**src/rtl/dvp_sensor_tx.sv**
```systemverilog
// rtl/dvp_sensor_tx.sv - DVP camera-side transmitter producing RGB565 test patterns.
// Frame FSM drives registered vsync/href/data; pixel bytes are MSB first.
module dvp_sensor_tx #(
    parameter int H_ACT    = 1280,
    parameter int V_ACT    = 720,
    parameter int H_BLANK  = 200,
    parameter int VS_LINES = 4,
    parameter int V_BACK   = 16,
    parameter int V_FRONT  = 4
) (
    input  logic        clk_i,
    input  logic        rst_n_i,
    input  logic        en_i,
    input  logic [1:0]  pattern_sel_i,
    output logic        dvp_vsync_o,
    output logic        dvp_href_o,
    output logic [7:0]  dvp_data_o,
    output logic        frame_done_o,
    output logic [15:0] frame_cnt_o
);

    localparam int L     = 2 * H_ACT + H_BLANK;
    localparam int HW    = $clog2(L);
    localparam int BAR_W = H_ACT / 8;
    localparam int BCW   = (BAR_W > 1) ? $clog2(BAR_W) : 1;
    localparam logic [HW-1:0]  H_LAST    = HW'(L - 1);
    localparam logic [HW-1:0]  H_ACT_END = HW'(2 * H_ACT);
    localparam logic [BCW-1:0] BC_LAST   = BCW'(BAR_W - 1);

    typedef enum logic [2:0] {S_IDLE, S_VSYNC, S_VBACK, S_ACTIVE, S_VFRONT} state_t;

    state_t         state_q, state_d;
    logic [HW-1:0]  h_q, h_d;
    logic [15:0]    v_q, v_d;
    logic [2:0]     bar_q, bar_d;
    logic [BCW-1:0] bcnt_q, bcnt_d;
    logic [1:0]     pat_q, pat_d;
    logic [15:0]    fc_q, fc_d;
    logic [15:0]    fcnt_q, fcnt_d;
    logic           vsync_q, vsync_d;
    logic           href_q, href_d;
    logic [7:0]     data_q, data_d;
    logic           done_q, done_d;

    state_t      first_st;
    logic [15:0] lines;
    logic        line_end, phase_end, frame_end;
    logic [15:0] x_w, pix;

    function automatic logic [15:0] bar_color(input logic [2:0] b);
        case (b)
            3'd0:    return 16'hFFFF;
            3'd1:    return 16'hFFE0;
            3'd2:    return 16'h07FF;
            3'd3:    return 16'h07E0;
            3'd4:    return 16'hF81F;
            3'd5:    return 16'hF800;
            3'd6:    return 16'h001F;
            default: return 16'h0000;
        endcase
    endfunction

    always_comb begin
        state_d   = state_q;
        h_d       = h_q;
        v_d       = v_q;
        bar_d     = bar_q;
        bcnt_d    = bcnt_q;
        pat_d     = pat_q;
        fc_d      = fc_q;
        fcnt_d    = fcnt_q;
        frame_end = 1'b0;

        // Empty leading phases are skipped so the first frame clock lands in a non-empty state.
        if (VS_LINES > 0)    first_st = S_VSYNC;
        else if (V_BACK > 0) first_st = S_VBACK;
        else                 first_st = S_ACTIVE;

        case (state_q)
            S_VSYNC:  lines = 16'(VS_LINES);
            S_VBACK:  lines = 16'(V_BACK);
            S_ACTIVE: lines = 16'(V_ACT);
            S_VFRONT: lines = 16'(V_FRONT);
            default:  lines = 16'd0;
        endcase
        line_end  = (h_q == H_LAST);
        phase_end = line_end && (v_q == lines - 16'd1);

        if (state_q == S_IDLE) begin
            h_d = '0;
            v_d = '0;
            if (en_i) begin
                state_d = first_st;
                pat_d   = pattern_sel_i;
                fc_d    = fcnt_q;
            end
        end else begin
            h_d = line_end ? '0 : h_q + HW'(1);
            v_d = line_end ? (phase_end ? 16'd0 : v_q + 16'd1) : v_q;
            if (phase_end) begin
                case (state_q)
                    S_VSYNC:  state_d = (V_BACK > 0) ? S_VBACK : S_ACTIVE;
                    S_VBACK:  state_d = S_ACTIVE;
                    S_ACTIVE: begin
                        if (V_FRONT > 0) state_d = S_VFRONT;
                        else             frame_end = 1'b1;
                    end
                    S_VFRONT: frame_end = 1'b1;
                    default:  state_d = S_IDLE;
                endcase
            end
            if (frame_end) begin
                fcnt_d = fcnt_q + 16'd1;
                if (en_i) begin
                    state_d = first_st;
                    pat_d   = pattern_sel_i;
                    fc_d    = fcnt_q + 16'd1;
                end else begin
                    state_d = S_IDLE;
                end
            end
        end

        // Bar index advances after every BAR_W pixels; cleared at each line start.
        if (line_end || state_q != S_ACTIVE) begin
            bar_d  = 3'd0;
            bcnt_d = '0;
        end else if (h_q[0]) begin
            if (bcnt_q == BC_LAST) begin
                bcnt_d = '0;
                bar_d  = bar_q + 3'd1;
            end else begin
                bcnt_d = bcnt_q + BCW'(1);
            end
        end

        x_w = 16'(h_q >> 1);
        case (pat_q)
            2'd0:    pix = bar_color(bar_q);
            2'd1:    pix = x_w;
            2'd2:    pix = (x_w[5] ^ v_q[5]) ? 16'hFFFF : 16'h0000;
            default: pix = fc_q;
        endcase

        vsync_d = (state_q == S_VSYNC);
        href_d  = (state_q == S_ACTIVE) && (h_q < H_ACT_END);
        data_d  = href_d ? (h_q[0] ? pix[7:0] : pix[15:8]) : 8'h00;
        done_d  = frame_end;
    end

    always_ff @(posedge clk_i or negedge rst_n_i) begin
        if (!rst_n_i) begin
            state_q <= S_IDLE;
            h_q     <= '0;
            v_q     <= '0;
            bar_q   <= '0;
            bcnt_q  <= '0;
            pat_q   <= '0;
            fc_q    <= '0;
            fcnt_q  <= '0;
            vsync_q <= 1'b0;
            href_q  <= 1'b0;
            data_q  <= 8'h00;
            done_q  <= 1'b0;
        end else begin
            state_q <= state_d;
            h_q     <= h_d;
            v_q     <= v_d;
            bar_q   <= bar_d;
            bcnt_q  <= bcnt_d;
            pat_q   <= pat_d;
            fc_q    <= fc_d;
            fcnt_q  <= fcnt_d;
            vsync_q <= vsync_d;
            href_q  <= href_d;
            data_q  <= data_d;
            done_q  <= done_d;
        end
    end

    assign dvp_vsync_o  = vsync_q;
    assign dvp_href_o   = href_q;
    assign dvp_data_o   = data_q;
    assign frame_done_o = done_q;
    assign frame_cnt_o  = fcnt_q;

endmodule

```
**config.mk**
```make
export PLATFORM = sky130hd
export DESIGN_NAME = dvp_sensor_tx
export DESIGN_NICKNAME = d
export VERILOG_FILES = /design/src/rtl/dvp_sensor_tx.sv
export SDC_FILE = /design/constraint.sdc
export NUM_CORES = 1
export LEC_CHECK = 0
export CORE_ASPECT_RATIO = 1.25
export CORE_MARGIN = 3
export CORE_UTILIZATION = 60
export DETAILED_ROUTE_END_ITERATION = 6
export PLACE_DENSITY = 0.89
export SYNTH_ARGS = -nofsm -noshare
export SYNTH_HDL_FRONTEND = slang
export SYNTH_SLANG_ARGS = --single-unit
export TNS_END_PERCENT = 5
```
**constraint.sdc**
```tcl
create_clock -name clk_i -period 4 [get_ports clk_i]
set_clock_uncertainty 0.15 [all_clocks]
set_input_delay 0.8 -clock clk_i [delete_from_list [all_inputs] [get_ports clk_i]]
set_output_delay 0.8 -clock clk_i [all_outputs]
set_load 0.02 [all_outputs]
```
; After elaboration in Yosys (flattened, before gate mapping)
; Cells that the tools add are included.
[totals]
ff_bits = 87
in_bits = 5
output_inout_bits = 27
wordCells = 90
[classes]
n_addsub = 6
order_cmp = 1
eq_ne = 19
mux = 34
bitwise = 2
reduce_logical = 16
[op_table]
columns = cell, count
row1 = 2-to-1 mux 16 bit, 8
row2 = one-hot mux 16 bit (7 select lines), 1
row3 = one-hot mux 16 bit (3 select lines), 1
row4 = 2-to-1 mux 8 bit, 5
row5 = adder 16 x 1 -> 16 bit (second input constant), 2
row6 = one-hot mux 10 bit (3 select lines), 1
row7 = 2-to-1 mux 12 bit, 2
row8 = 2-to-1 mux 3 bit, 7
row9 = equality test 16 bit, 1
row10 = subtractor 16 x 1 -> 16 bit (second input constant), 1
row11 = adder 12 x 1 -> 12 bit (second input constant), 1
row12 = equality test 12 bit (second input constant), 1
row13 = equality test 3 x 2 -> 1 bit (second input constant), 4
row14 = equality test 3 bit (second input constant), 4
row15 = < comparator 12 bit (second input constant), 1
row16 = one-hot mux 3 bit (4 select lines), 1
row17 = adder 8 x 1 -> 8 bit (second input constant), 1
row18 = equality test 8 bit (second input constant), 1
row19 = nonzero test 2 bit, 4
row20 = equality test 3 x 1 -> 1 bit (second input constant), 2
row21 = logical NOT 3 bit, 2
row22 = 2-to-1 mux 2 bit, 3
row23 = AND reduction 3 bit, 2
row24 = 2-to-1 mux 1 bit, 5
row25 = other kinds (14), 17

; Depth between registers and ports, before layout
; Gate-level depths: netlist (run 1).
[logic_depth]
word_depth = 10
ltp_mapped = 14
ltp_nobuf = 12

; Worst setup path after synthesis (run 1)
; No wires, ideal clock.
[synth_path]
path_type = reg2reg
from = register state_q[0]
to = register pat_q[0]
setup_time_ns = 0.125
arrival_time_ns = 2.849
required_time_ns = 3.725
slack_ns = 0.876
path_stages_with_launch = 14
path_buffers = 1
synth_period_minus_slack_ns = 3.124
cell_sequence = dfrtp_1 > buf_4 > xnor2_1 > nor2_1 > inv_1 > ha_1 > inv_1 > ha_1 > xor2_1 > nor3_1 > o2111ai_4 > or2_4 > a21oi_4 > mux2_2
[synth_via]
elab_chain_cells = 9
word_cells_on_any_way = 15
classes_between = 1 x add/sub / 5 x eq/ne / 5 x mux / 4 x reduce/logical
[synth_rtl]
columns = item, line_no
row1 = from (decl), 32  ; state_t state_q, state_d;
row2 = from (signal assigned), 166  ; state_q <= state_d;
row3 = equality test 3 x 1 -> 1 bit or equality test 3 bit (tied branches), "79, 101"
row4 = OR reduction 2 bit (no line), -
row5 = one-hot mux 10 bit (3 select lines), 79  ; case (state_q)
row6 = subtractor 16 x 1 -> 16 bit, 87  ; phase_end = line_end && (v_q == lines - 16'd1);
row7 = equality test 16 bit, 87
row8 = logical AND 1 bit, 87
row9 = 2-to-1 mux 1 bit, 100  ; if (phase_end) begin
row10 = 2-to-1 mux 1 bit, 89  ; if (state_q == S_IDLE) begin
row11 = nonzero test 2 bit (no line), -
row12 = to (signal assigned), 171  ; pat_q <= pat_d;
row13 = to (decl), 37  ; logic [1:0] pat_q, pat_d;
; Parallel ways exist; a longest one is shown, timed or not. The select of a mux whose other input is x is not followed.
; A chain may end at the register's enable or synchronous reset.

; Worst setup path after layout (run 1)
[layout_path]
from = register state_q[2]
to = register fc_q[8]
[layout_via]
elab_chain_cells = 10
word_cells_on_any_way = 18
classes_between = 1 x add/sub / 7 x eq/ne / 5 x mux / 5 x reduce/logical
[layout_rtl]
columns = item, line_no
row1 = equality test 3 x 1 -> 1 bit or equality test 3 bit (tied branches), "79, 101"
row2 = OR reduction 2 bit (no line), -
row3 = one-hot mux 10 bit (3 select lines), 79
row4 = subtractor 16 x 1 -> 16 bit, 87
row5 = equality test 16 bit, 87
row6 = logical AND 1 bit, 87
row7 = 2-to-1 mux 1 bit, 100
row8 = 2-to-1 mux 1 bit, 89
row9 = != test 2 bit (no line) or nonzero test 2 bit (tied branches), -
row10 = AND reduction 3 bit (no line), -
row11 = to (signal assigned), 159  ; fc_q <= '0;
row12 = to (signal assigned), 172  ; fc_q <= fc_d;
row13 = to (decl), 38  ; logic [15:0] fc_q, fc_d;
; Parallel ways exist; a longest one is shown, timed or not. The select of a mux whose other input is x is not followed.

==> load_flow_metrics.sql, run 1 <==
INSERT INTO impl_metrics (metric_group, metric, value, unit) VALUES
('run_status', 'outcome', 'finished, final reports clean', ''),
('logic_synthesis', 'synth-main-ff-cell', 'sky130_fd_sc_hd__dfrtp_1', ''),
('setup_path', 'critPathSlowestCell', 'sky130_fd_sc_hd__dfrtp_1', ''),
('floorplan', 'num_io_pins', '32', ''),
('drt', 'wl_per_cell', '17.4', 'µm'),
('pwr', 'total_power', '1.81', 'mW'),
('logic_synthesis', 'postSynthRegisterBits', '87', ''),
('timing', 'timing.final.crit_share', '91.4', '%'),
('logic_synthesis', 'synth_warnings', '0', ''),
('logic_synthesis', 'avgSynthCellArea', '9.38', 'µm²'),
('hold_path', 'worst_hold_path_type', 'reg -> reg', ''),
('drt', 'drcViolationCount', '0', ''),
('final_layout', 'finalNetCount', '565', ''),
('clock_network', 'cts_tree', 'yes', ''),
('global_route', 'globalRoute.totalOverflow', '0', ''),
('clock_network', 'postCtsSetupRepairBufs', '0', ''),
('drt', 'detail-route-antenna-nets', '0', ''),
('floorplan', 'initial_cell_density_of_the_core', '62.4', '%'),
('clock_network', 'cts_hold_buf', '0', ''),
('clock_network', 'cts.path.max_buffers', '2', ''),
('setup_path', 'crit_type', 'reg -> reg', ''),
('setup_path', 'crit_fanout', '16', ''),
('setup_path', 'worst_ep_arrival_time', '3.76', 'ns'),
('clock_network', 'tritoncts_num_sinks', '87', ''),
('clock_network', 'clock_root_buffer', 'sky130_fd_sc_hd__clkbuf_8', ''),
('place', 'port_buffers', '31', ''),
('pwr', 'power_density', '334', 'mW/mm²'),
('final_layout', 'nFillCells', '553', ''),
('final_layout', 'layout.core_utilization', '68.9', '%'),
('setup_path', 'max_stage_delay', '0.68', 'ns'),
('logic_synthesis', 'ys_types', '61', ''),
('timing', 'timing.final.max_slew_violations', '0', ''),
('timing', 'period_needed', '3.66', 'ns'),
('drt', 'drt_first_iter_violations', '321', ''),
('clock_network', 'postCtsResizedCells', '0', ''),
('final_layout', 'number_of_antenna_cells_inserted', '0', ''),
('global_route', 'grt_pass1_vias', '3825', ''),
('setup_path', 'crit_buf_inv', '2', ''),
('setup_path', 'worst-r2r-setup-slack', '0.34', 'ns'),
('logic_synthesis', 'syn-num-nets', '543', ''),
('final_layout', 'synthToLayoutAreaGrowth', '10.5', '%'),
('global_route', 'grt_start_max_net_pins', '88', ''),
('clock_network', 'cts_buffers', '9', ''),
('logic_synthesis', 'synth.yosys.seq_area_share', '44.3', '%'),
('clock_network', 'clk-insertion-delay-late', '0.36', 'ns'),
('floorplan', 'dieArea', '0.00932', 'mm²'),
('pwr', 'total_leakage_power', '2.28', 'nW'),
('setup_path', 'cp-end-kind', 'register', ''),
('drt', 'route.final.wire_length', '11300', 'µm'),
('timing', 'max_slew_margin', '30.1', '%'),
('clock_network', 'htree_num_levels', '3', ''),
('clock_network', 'clk_pin_slew', '0.09', 'ns'),
('setup_path', 'ordered_cell_list_for_the_critical_path', 'xnor2_1, nor2_1, inv_1, ha_1, inv_1, ha_1, xor2_1, nor3_1, o2111ai_4, o21ai_0, a21oi_1, a221oi_1', ''),
('timing', 'hold_ws', '0.369', 'ns'),
('place', 'detailedPlacementHpwl', '8010', 'µm'),
('drt', 'routed_via_density', '6.29', ''),
('setup_path', 'critical_path_required', '4.10', 'ns'),
('timing', 'max_freq', '273', 'MHz'),
('logic_synthesis', 'synth_enable_flop_cells', '0', ''),
('timing', 'setup_total_negative_slack', '0', 'ns'),
('timing', 'setup_ws', '0.342', 'ns'),
('global_route', 'wire_length_of_the_first_global_routing_pass', '18700', 'µm'),
('timing', 'finalHoldViolCount', '0', ''),
('final_layout', 'drive_gt1_share', '8.71', '%'),
('place', 'post-place-ws', '0.396', 'ns'),
('logic_synthesis', 'synthCells', '524', ''),
('floorplan', 'core_area', '0.00788', 'mm²'),
('global_route', 'initial_antenna_violation_count', '0', ''),
('final_layout', 'layout.area.seq', '0.00218', 'mm²'),
('logic_synthesis', 'netlist_area', '0.00492', 'mm²'),
('place', 'globalplace.congestion', '1.02', '');
-- kinds of logic after synthesis --
family                     after synthesis  share of synthesized area [%]
and+or+nand+nor                        213                           22.4
AOI/OAI and AO/OA                      116                           15.8
DFF                                     87                           44.3
xor gates and xnor gates                44                           7.84
buffers and inverters                   43                           4.58
adders and majority gates               14                           3.56
muxes                                    7                           1.50
-- sequential cells by signal, summed over array words and instances, names as in the netlist, 2 cells and up --
register / cells
h_q: 12
state_q: 3
bcnt_q: 8
bar_q: 3
fc_q: 16
frame_cnt_o: 16
v_q: 16
dvp_data_o: 8
pat_q: 2
-- routing by layer --
metal / vias up / track usage, % / routed length, µm
met5: - / 0 / 0
li1: 1912 / - / -
met1: 1953 / 32.8 / 4600
met3: 30 / 3.31 / 605
met2: 168 / 42.5 / 5740
met4: 0 / 11.2 / 325
-- placed cells by master, fill, tap and decap left out, types with 18 or more instances in the layout --
master and instances:
sky130_fd_sc_hd__nor2_1 52, sky130_fd_sc_hd__o21ai_0 44, sky130_fd_sc_hd__dfrtp_1 87, sky130_fd_sc_hd__clkdlybuf4s50_1 30, sky130_fd_sc_hd__inv_1 18, sky130_fd_sc_hd__a21oi_1 29, sky130_fd_sc_hd__nand3_1 22, sky130_fd_sc_hd__nand2_1 48
sky130_fd_sc_hd__and3_1 19, sky130_fd_sc_hd__xnor2_1 24, sky130_fd_sc_hd__xor2_1 20
-- synth_stat cells, types with 4 or more instances --
| library cell | count | area, µm² |
|---|---|---|
| sky130_fd_sc_hd__o21a_1 | 6 | 45.0 |
| sky130_fd_sc_hd__clkbuf_1 | 10 | 37.5 |
| sky130_fd_sc_hd__dfrtp_1 | 87 | 2180 |
| sky130_fd_sc_hd__mux2i_1 | 4 | 40.0 |
| sky130_fd_sc_hd__nand4_1 | 13 | 81.3 |
| sky130_fd_sc_hd__and4_1 | 5 | 43.8 |
| sky130_fd_sc_hd__xor2_1 | 20 | 175 |
| sky130_fd_sc_hd__a21oi_1 | 29 | 145 |
| sky130_fd_sc_hd__nor2b_1 | 5 | 31.3 |
| sky130_fd_sc_hd__o21ai_0 | 44 | 220 |
| sky130_fd_sc_hd__nand2_1 | 48 | 180 |
| sky130_fd_sc_hd__nand3_1 | 22 | 110 |
| sky130_fd_sc_hd__o221a_2 | 9 | 101 |
| sky130_fd_sc_hd__nor2_1 | 52 | 195 |
| sky130_fd_sc_hd__buf_4 | 4 | 30.0 |
| sky130_fd_sc_hd__o22ai_1 | 5 | 31.3 |
| sky130_fd_sc_hd__buf_6 | 5 | 56.3 |
| sky130_fd_sc_hd__ha_1 | 14 | 175 |
| sky130_fd_sc_hd__xnor2_1 | 24 | 210 |
| sky130_fd_sc_hd__and2_1 | 8 | 50.1 |
| sky130_fd_sc_hd__and3_1 | 19 | 119 |
| sky130_fd_sc_hd__or3_1 | 8 | 50.1 |
| sky130_fd_sc_hd__inv_1 | 18 | 67.6 |
| sky130_fd_sc_hd__nor3_1 | 13 | 65.1 |
-- cell type report --
| cell class | count | area share [%] |
|---|---|---|
| Multi-Input combinational cell | 394 | 46.4 |
| Tap cell | 95 | 2.19 |
| Timing Repair Buffer | 36 | 6.36 |
| Inverter | 18 | 1.24 |
| Clock buffer | 9 | 2.28 |
| Sequential cell | 87 | 40.1 |
| Clock inverter | 7 | 1.45 |
-- power breakdown --
part	switching, mW	internal [mW]	leakage [nW]
clock	0.327	0.295	0.0929
sequential	0.0881	0.935	1.16
combinational	0.0875	0.0811	1.03
-- stage by stage --
step | cell area (µm²) | instances
2_1_floorplan | 4920 | 524
3_3_place_gp | 5230 | 630
3_5_place_dp | 5230 | 630
4_1_cts | 5430 | 646
5_1_grt | 5430 | 646
6_report | 5430 | 646
-- worst paths after layout --
| check | start | end | cells after the start |
|---|---|---|---|
| min | fc_q[13] | fc_q[13] | 1 |
| min in group asynchronous | rst_n_i | bcnt_q[6] | 1 |
| max in group asynchronous | rst_n_i | frame_cnt_o[9] | 1 |
| max reg2reg | state_q[2] | fc_q[8] | 12 |
| max | state_q[2] | fc_q[8] | 12 |
| min reg2reg | fc_q[13] | fc_q[13] | 1 |
No activity file was read; power rests on OpenSTA's default activity.
==> run 2: changes to the inputs <==
--- a/config.mk
+++ b/config.mk
@@ -5,6 +5,7 @@
 export SDC_FILE = /design/constraint.sdc
 export NUM_CORES = 1
 export LEC_CHECK = 0
+export CAP_MARGIN = 5
 export CORE_ASPECT_RATIO = 1.25
 export CORE_MARGIN = 3
 export CORE_UTILIZATION = 60
==> results of run 2 <==
Same layout as run 1: the final DEF is identical, and so are final timing and power.
